[config.mk]
export PLATFORM = sky130hd
export DESIGN_NAME = bamse_int_ctrl
export DESIGN_NICKNAME = d
export VERILOG_FILES = /design/src/rtl/bamse_int_ctrl_pkg.sv /design/src/rtl/bamse_int_ctrl_prio_enc.sv /design/src/rtl/bamse_int_ctrl.sv
export SDC_FILE = /design/constraint.sdc
export NUM_CORES = 1
export LEC_CHECK = 0
export BUFFER_PORTS_ARGS = -buffer_cell sky130_fd_sc_hd__buf_4
export CAP_MARGIN = 25
export CORE_MARGIN = 2
export CORE_UTILIZATION = 43
export CTS_BUF_LIST = sky130_fd_sc_hd__clkbuf_8 sky130_fd_sc_hd__clkbuf_16
export DETAILED_ROUTE_END_ITERATION = 8
export GPL_ROUTABILITY_DRIVEN = 0
export PLACE_DENSITY_LB_ADDON = 0.08
export SLEW_MARGIN = 25
export SYNTH_ARGS = -nofsm -noshare
export SYNTH_HDL_FRONTEND = slang
export SYNTH_SLANG_ARGS = --single-unit
[constraint.sdc]
create_clock -name clk -period 1.2 [get_ports clk]
set_input_delay 0.18 -clock clk [delete_from_list [all_inputs] [get_ports clk]]
set_output_delay 0.18 -clock clk [all_outputs]
set_load 0.005 [all_outputs]
[src/rtl/bamse_int_ctrl_pkg.sv]
// Shared constants for the bamse interrupt controller: register addresses
// (also consumed by the input mux) and the controller state type.
package bamse_int_ctrl_pkg;

   localparam logic [7:0] INT_MASK = 8'h10;
   localparam logic [7:0] INT_PEND = 8'h11;
   localparam logic [7:0] INT_VEC  = 8'h12;
   localparam logic [7:0] INT_EOI  = 8'h13;

   typedef enum logic [1:0] {
      INT_IDLE    = 2'd0,
      INT_REQ     = 2'd1,
      INT_SERVICE = 2'd2
   } int_state_e;

endpackage

[src/rtl/bamse_int_ctrl_prio_enc.sv]
// Lowest-set-bit priority encoder: index of the lowest asserted request
// plus a valid flag.
module int_prio_enc #(
   parameter int unsigned N_SRC = 4
) (
   input  logic [N_SRC-1:0] req,
   output logic [2:0]       idx,
   output logic             valid
);

   // scan upward, first hit wins
   always_comb begin
      idx   = '0;
      valid = 1'b0;
      for (int unsigned i = 0; i < N_SRC; i++) begin
         if (req[i] && !valid) begin
            idx   = i[2:0];
            valid = 1'b1;
         end
      end
   end

endmodule

[src/rtl/bamse_int_ctrl.sv]
// bamse interrupt controller: latches source events into a pending
// register, masks them, and presents the lowest eligible source to the
// PacoBlaze interrupt input with an ack / end-of-interrupt handshake.
module bamse_int_ctrl
   import bamse_int_ctrl_pkg::*;
#(
   parameter int unsigned N_SRC     = 4,
   parameter bit          EDGE      = 1'b1,
   parameter logic [7:0]  ADDR_MASK = INT_MASK,
   parameter logic [7:0]  ADDR_PEND = INT_PEND,
   parameter logic [7:0]  ADDR_VEC  = INT_VEC,
   parameter logic [7:0]  ADDR_EOI  = INT_EOI
) (
   input  logic             clk,
   input  logic             rst,
   input  logic [7:0]       port_id,
   input  logic [7:0]       port_in,
   input  logic             wen,
   input  logic             ren,
   output logic [7:0]       port_out,
   input  logic [N_SRC-1:0] irq_src,
   output logic             interrupt,
   input  logic             interrupt_ack
);

   logic [N_SRC-1:0] src_q;
   logic [N_SRC-1:0] pend_q, pend_d;
   logic [N_SRC-1:0] mask_q;
   logic [N_SRC-1:0] set_v, clr_v, elig, vec_onehot;
   logic [2:0]       vec_q;
   logic [2:0]       enc_idx;
   logic             enc_valid;
   logic             irq_q;
   int_state_e       state_q;

   logic wr_mask, wr_pend, wr_eoi, ack_take, vec_elig;
   logic unused_bus;

   // reads have no side effects; upper data bits may be unused
   assign unused_bus = ren ^ (^port_in);

   assign wr_mask    = wen && (port_id == ADDR_MASK);
   assign wr_pend    = wen && (port_id == ADDR_PEND);
   assign wr_eoi     = wen && (port_id == ADDR_EOI);
   assign elig       = pend_q & mask_q;
   assign vec_onehot = N_SRC'(1) << vec_q;
   assign vec_elig   = |(elig & vec_onehot);
   assign ack_take   = (state_q == INT_REQ) && interrupt_ack;
   assign interrupt  = irq_q;

   int_prio_enc #(.N_SRC(N_SRC)) u_prio (
      .req   (elig),
      .idx   (enc_idx),
      .valid (enc_valid)
   );

   // pending next state: new events win over W1C and ack clears
   always_comb begin
      set_v = EDGE ? (irq_src & ~src_q) : irq_src;
      clr_v = wr_pend ? port_in[N_SRC-1:0] : '0;
      if (ack_take) clr_v = clr_v | vec_onehot;
      pend_d = (pend_q & ~clr_v) | set_v;
   end

   // source history, pending and mask registers
   always_ff @(posedge clk) begin
      if (rst) begin
         src_q  <= '0;
         pend_q <= '0;
         mask_q <= '0;
      end else begin
         src_q  <= irq_src;
         pend_q <= pend_d;
         if (wr_mask) mask_q <= port_in[N_SRC-1:0];
      end
   end

   // request / service handshake with registered interrupt output
   always_ff @(posedge clk) begin
      if (rst) begin
         state_q <= INT_IDLE;
         vec_q   <= '0;
         irq_q   <= 1'b0;
      end else begin
         case (state_q)
            INT_IDLE: begin
               if (enc_valid) begin
                  vec_q   <= enc_idx;
                  irq_q   <= 1'b1;
                  state_q <= INT_REQ;
               end
            end
            INT_REQ: begin
               if (interrupt_ack) begin
                  irq_q   <= 1'b0;
                  state_q <= INT_SERVICE;
               end else if (!vec_elig) begin
                  irq_q   <= 1'b0;
                  state_q <= INT_IDLE;
               end
            end
            INT_SERVICE: begin
               irq_q <= 1'b0;
               if (wr_eoi) state_q <= INT_IDLE;
            end
            default: begin
               irq_q   <= 1'b0;
               state_q <= INT_IDLE;
            end
         endcase
      end
   end

   // register read mux, decoded from port_id alone
   always_comb begin
      if (port_id == ADDR_MASK)
         port_out = 8'(mask_q);
      else if (port_id == ADDR_PEND)
         port_out = 8'(pend_q);
      else if (port_id == ADDR_VEC)
         port_out = {state_q == INT_SERVICE, 4'b0000, vec_q};
      else
         port_out = 8'h00;
   end

endmodule

==> metrics.csv <==
stage;metric;value;unit
yosys;ys flop type;dfxtp_1;
power;Flop pwr share;50.7;%
final_layout;Final Non-Filler Cells;179;
setup_path;CP startpoint kind;register;
global_routing;total track usage;21.0;%
setup_path;Critical Path RT;1.02;ns
route;drt first pass iters;4;
power;net switching power;0.276;mW
sta;Max Freq;732;MHz
setup_path;Crit. End Element;output pin;
yosys;top cells by count, synth;dfxtp_1 (17), nor2_1 (15), mux2i_1 (8), nand2_1 (8);
clock_tree;Root Driver;clkbuf_8;
global_routing;first-pass GRT wire length;4.12;mm
power;combinational power share;15.1;%
placed_design;dpl cell area;0.00124;mm2
route;vias per cell;5.49;
setup_path;CP Data Arrival Time;1.19;ns
final_layout;fin area;0.00146;mm2
status;violated checks;negative setup slack;
placed_design;Port Buf Inserts;25;
yosys;Post-Synth Adder-Cell Area;0;%
yosys;simple-gate share of the synthesized area;30.1;%
global_routing;global route overflow;0;
power;leakage;0.638;nW
power;Final Power;1.19;mW
route;Routed Antenna Nets;0;
route;Initial DRC Count;21;
global_routing;largest net degree at the start of global routing;15;
power;Sw Ratio;23.2;%
clock_tree;Post-CTS Hold Buffers;0;
sta;Clock Skew;0.00178;ns
setup_path;worst-path fanout max;4;
clock_tree;CTS Sinks;17;
status;run status;finished with violations;
final_layout;Nets;178;
route;routed via count;983;
yosys;Avg Synthesized Cell Area;8.86;um2
yosys;yosys warns;0;
sta;Tcrit/Tclk final;114;%
yosys;xor/xnor share of the synthesized area;0;%
yosys;register area share after synthesis;36.2;%
sta;endpoints failing hold;0;
clock_tree;TritonCTS Buffers;3;
run;max-capacitance violation count;0;
yosys;synth unique cells;35;
final_layout;diode count;0;
power;clock power share;34.2;%
yosys;Seq cells post-synth;17;
final_layout;share of cells above drive strength 1;52.6;%
placed_design;post-placement cell count;168;
yosys;async set-reset flop share out of synthesis;0;%
clock_tree;Clock Latency Late Sink;0.25;ns
sta;Setup TNS;-0.370;ns
floorplan;Die Y;50.7;um
power;internal power;0.913;mW
yosys;most common cell in the netlist;dfxtp_1;
power;Pwr Density;813;mW/mm2
yosys;Area contributors post-synth;dfxtp_1 (36%), mux2i_1 (8.5%), nor2_1 (6.0%);
global_routing;vias in the first global route;957;
floorplan;Initial Util;46.9;%
yosys;post-synth top area share;36.2;%
final_layout;Layout area overhead;55.5;%
yosys;number of synthesized flops with an enable pin;0;
yosys;post-synthesis compound-gate area fraction;18.4;%
clock_tree;Clock transition at path regs;0.06;ns
power;Worst VDD drop;0.720;mV
clock_tree;CTS tree;yes;
hold_path;Hold Crit Class;in2reg;
global_routing;initial antenna violation count;0;
floorplan;Rows;16;
sta;Tmin final;1.37;ns
sta;final slew viol count;0;
floorplan;area of the die;0.00258;mm2
yosys;synthesized area;940;um2
floorplan;core area;0.00200;mm2
placed_design;hpwl dp;1.74;mm
placed_design;Place WS;-0.114;ns
route;wire per inst;14.0;um
floorplan;IO Pins;34;
sta;worst setup margin;-0.165;ns
clock_tree;H-tree depth;1;
yosys;synthesized netlist cell count;106;
yosys;post-synth top area cell;dfxtp_1;
clock_tree;Longest Clk Path Bufs;2;
yosys;largest family of logic cells by synthesized area;simple AND/OR/NAND/NOR gates;
setup_path;WS Path Type;reg2out;
sta;unrepaired setup endpoints after global routing;yes;
route;Residual DRC;0;
yosys;multiplexer share of the synthesized area;8.52;%
sta;# setup viols final;6;
route;Total Routed Length;2.51;mm
floorplan;Die W;50.7;um
-- kinds of logic after synthesis --
group / Yosys count
AND/OR/NAND/NOR: 45
AO/OA/AOI/OAI: 23
flip-flops: 17
buffers and inverters: 12
multiplexers: 8
other: 1
-- cell type report --
type                            instances  area (um2)
Multi-Input combinational cell         79         636
Timing Repair Buffer                   47         375
Clock buffer                            3        41.3
Sequential cell                        17         353
Inverter                                5        18.8
Clock inverter                          1        3.75
Tap cell                               27        33.8
Fill cell                             149         541
-- repair_timing --
item	4_1_cts	5_1_grt
cloned	0	0
buffers inserted	6	1
gates resized for setup	17	21
setup endpoints to repair	8	12
pin swaps	8	9
-- stage by stage --
stage	hold WS [ns]	util [%]
after floorplan	0.259	-
after detailed placement	0.434	61.9
after CTS	0.176	68.8
after global placement	0.426	61.9
after global routing	0.183	73.0
final	0.183	73.0
-- critical path, cell delays in order, from the launching register on --
cell	delay, ns
dfxtp_2	0.32
buf_4	0.14
mux2i_1	0.13
nor2_1	0.05
a21oi_1	0.12
nor2_1	0.05
buf_4	0.13
-- path summary, 6_finish.rpt --
| path | start | end | slack (ns) | cells after the start |
|---|---|---|---|---|
| worst max-delay path | vec_q[0] | port_out[0] | -0.17 | 6 |
| worst min-delay path | irq_src[3] | src_q[3] | 0.18 | 2 |
| worst max register to register | mask_q[1] | vec_q[0] | 0 | 5 |
| worst min register to register | src_q[0] | pend_q[0] | 0.46 | 2 |
-- per-layer routing --
layer / share of wire (%) / wire, um / global-route usage [%] / vias up
met4: 1.5 / 37 / 6.76 / 0
met1: 41 / 1040 / 25.8 / 469
met2: 50 / 1240 / 35.5 / 37
met5: 0 / 0 / 0 / -
met3: 7.5 / 187 / 5.65 / 4
li1: - / - / - / 473
-- flip-flops by register name, indices dropped and copies added (netlist names) --
| register | count |
|---|---|
| state_q | 2 |
| mask_q | 4 |
| src_q | 4 |
| interrupt | 1 |
| vec_q | 2 |
| pend_q | 4 |
-- power groups by stage --
stage | logic (mW) | registers (mW) | clock network, mW
final | 0.179 | 0.603 | 0.407
after global routing | 0.193 | 0.605 | 0.443
after CTS | 0.166 | 0.600 | 0.423
after detailed placement | 0.157 | 0.609 | 0
after global placement | 0.153 | 0.609 | 0
after floorplan | 0.0673 | 0.611 | 0
-- cells in the final DEF, fill, tap and decap left out, types with 3 or more instances in the layout --
cell,n
dfxtp_2,10
buf_6,6
nand4b_1,3
a21oi_1,5
buf_4,41
mux2i_1,7
clkbuf_8,3
inv_1,6
nand2_1,6
conb_1,3
o2bb2ai_1,3
nor2b_1,6
nor2_1,11
dfxtp_1,7
Note: power is estimated with default switching activity, not from simulation.
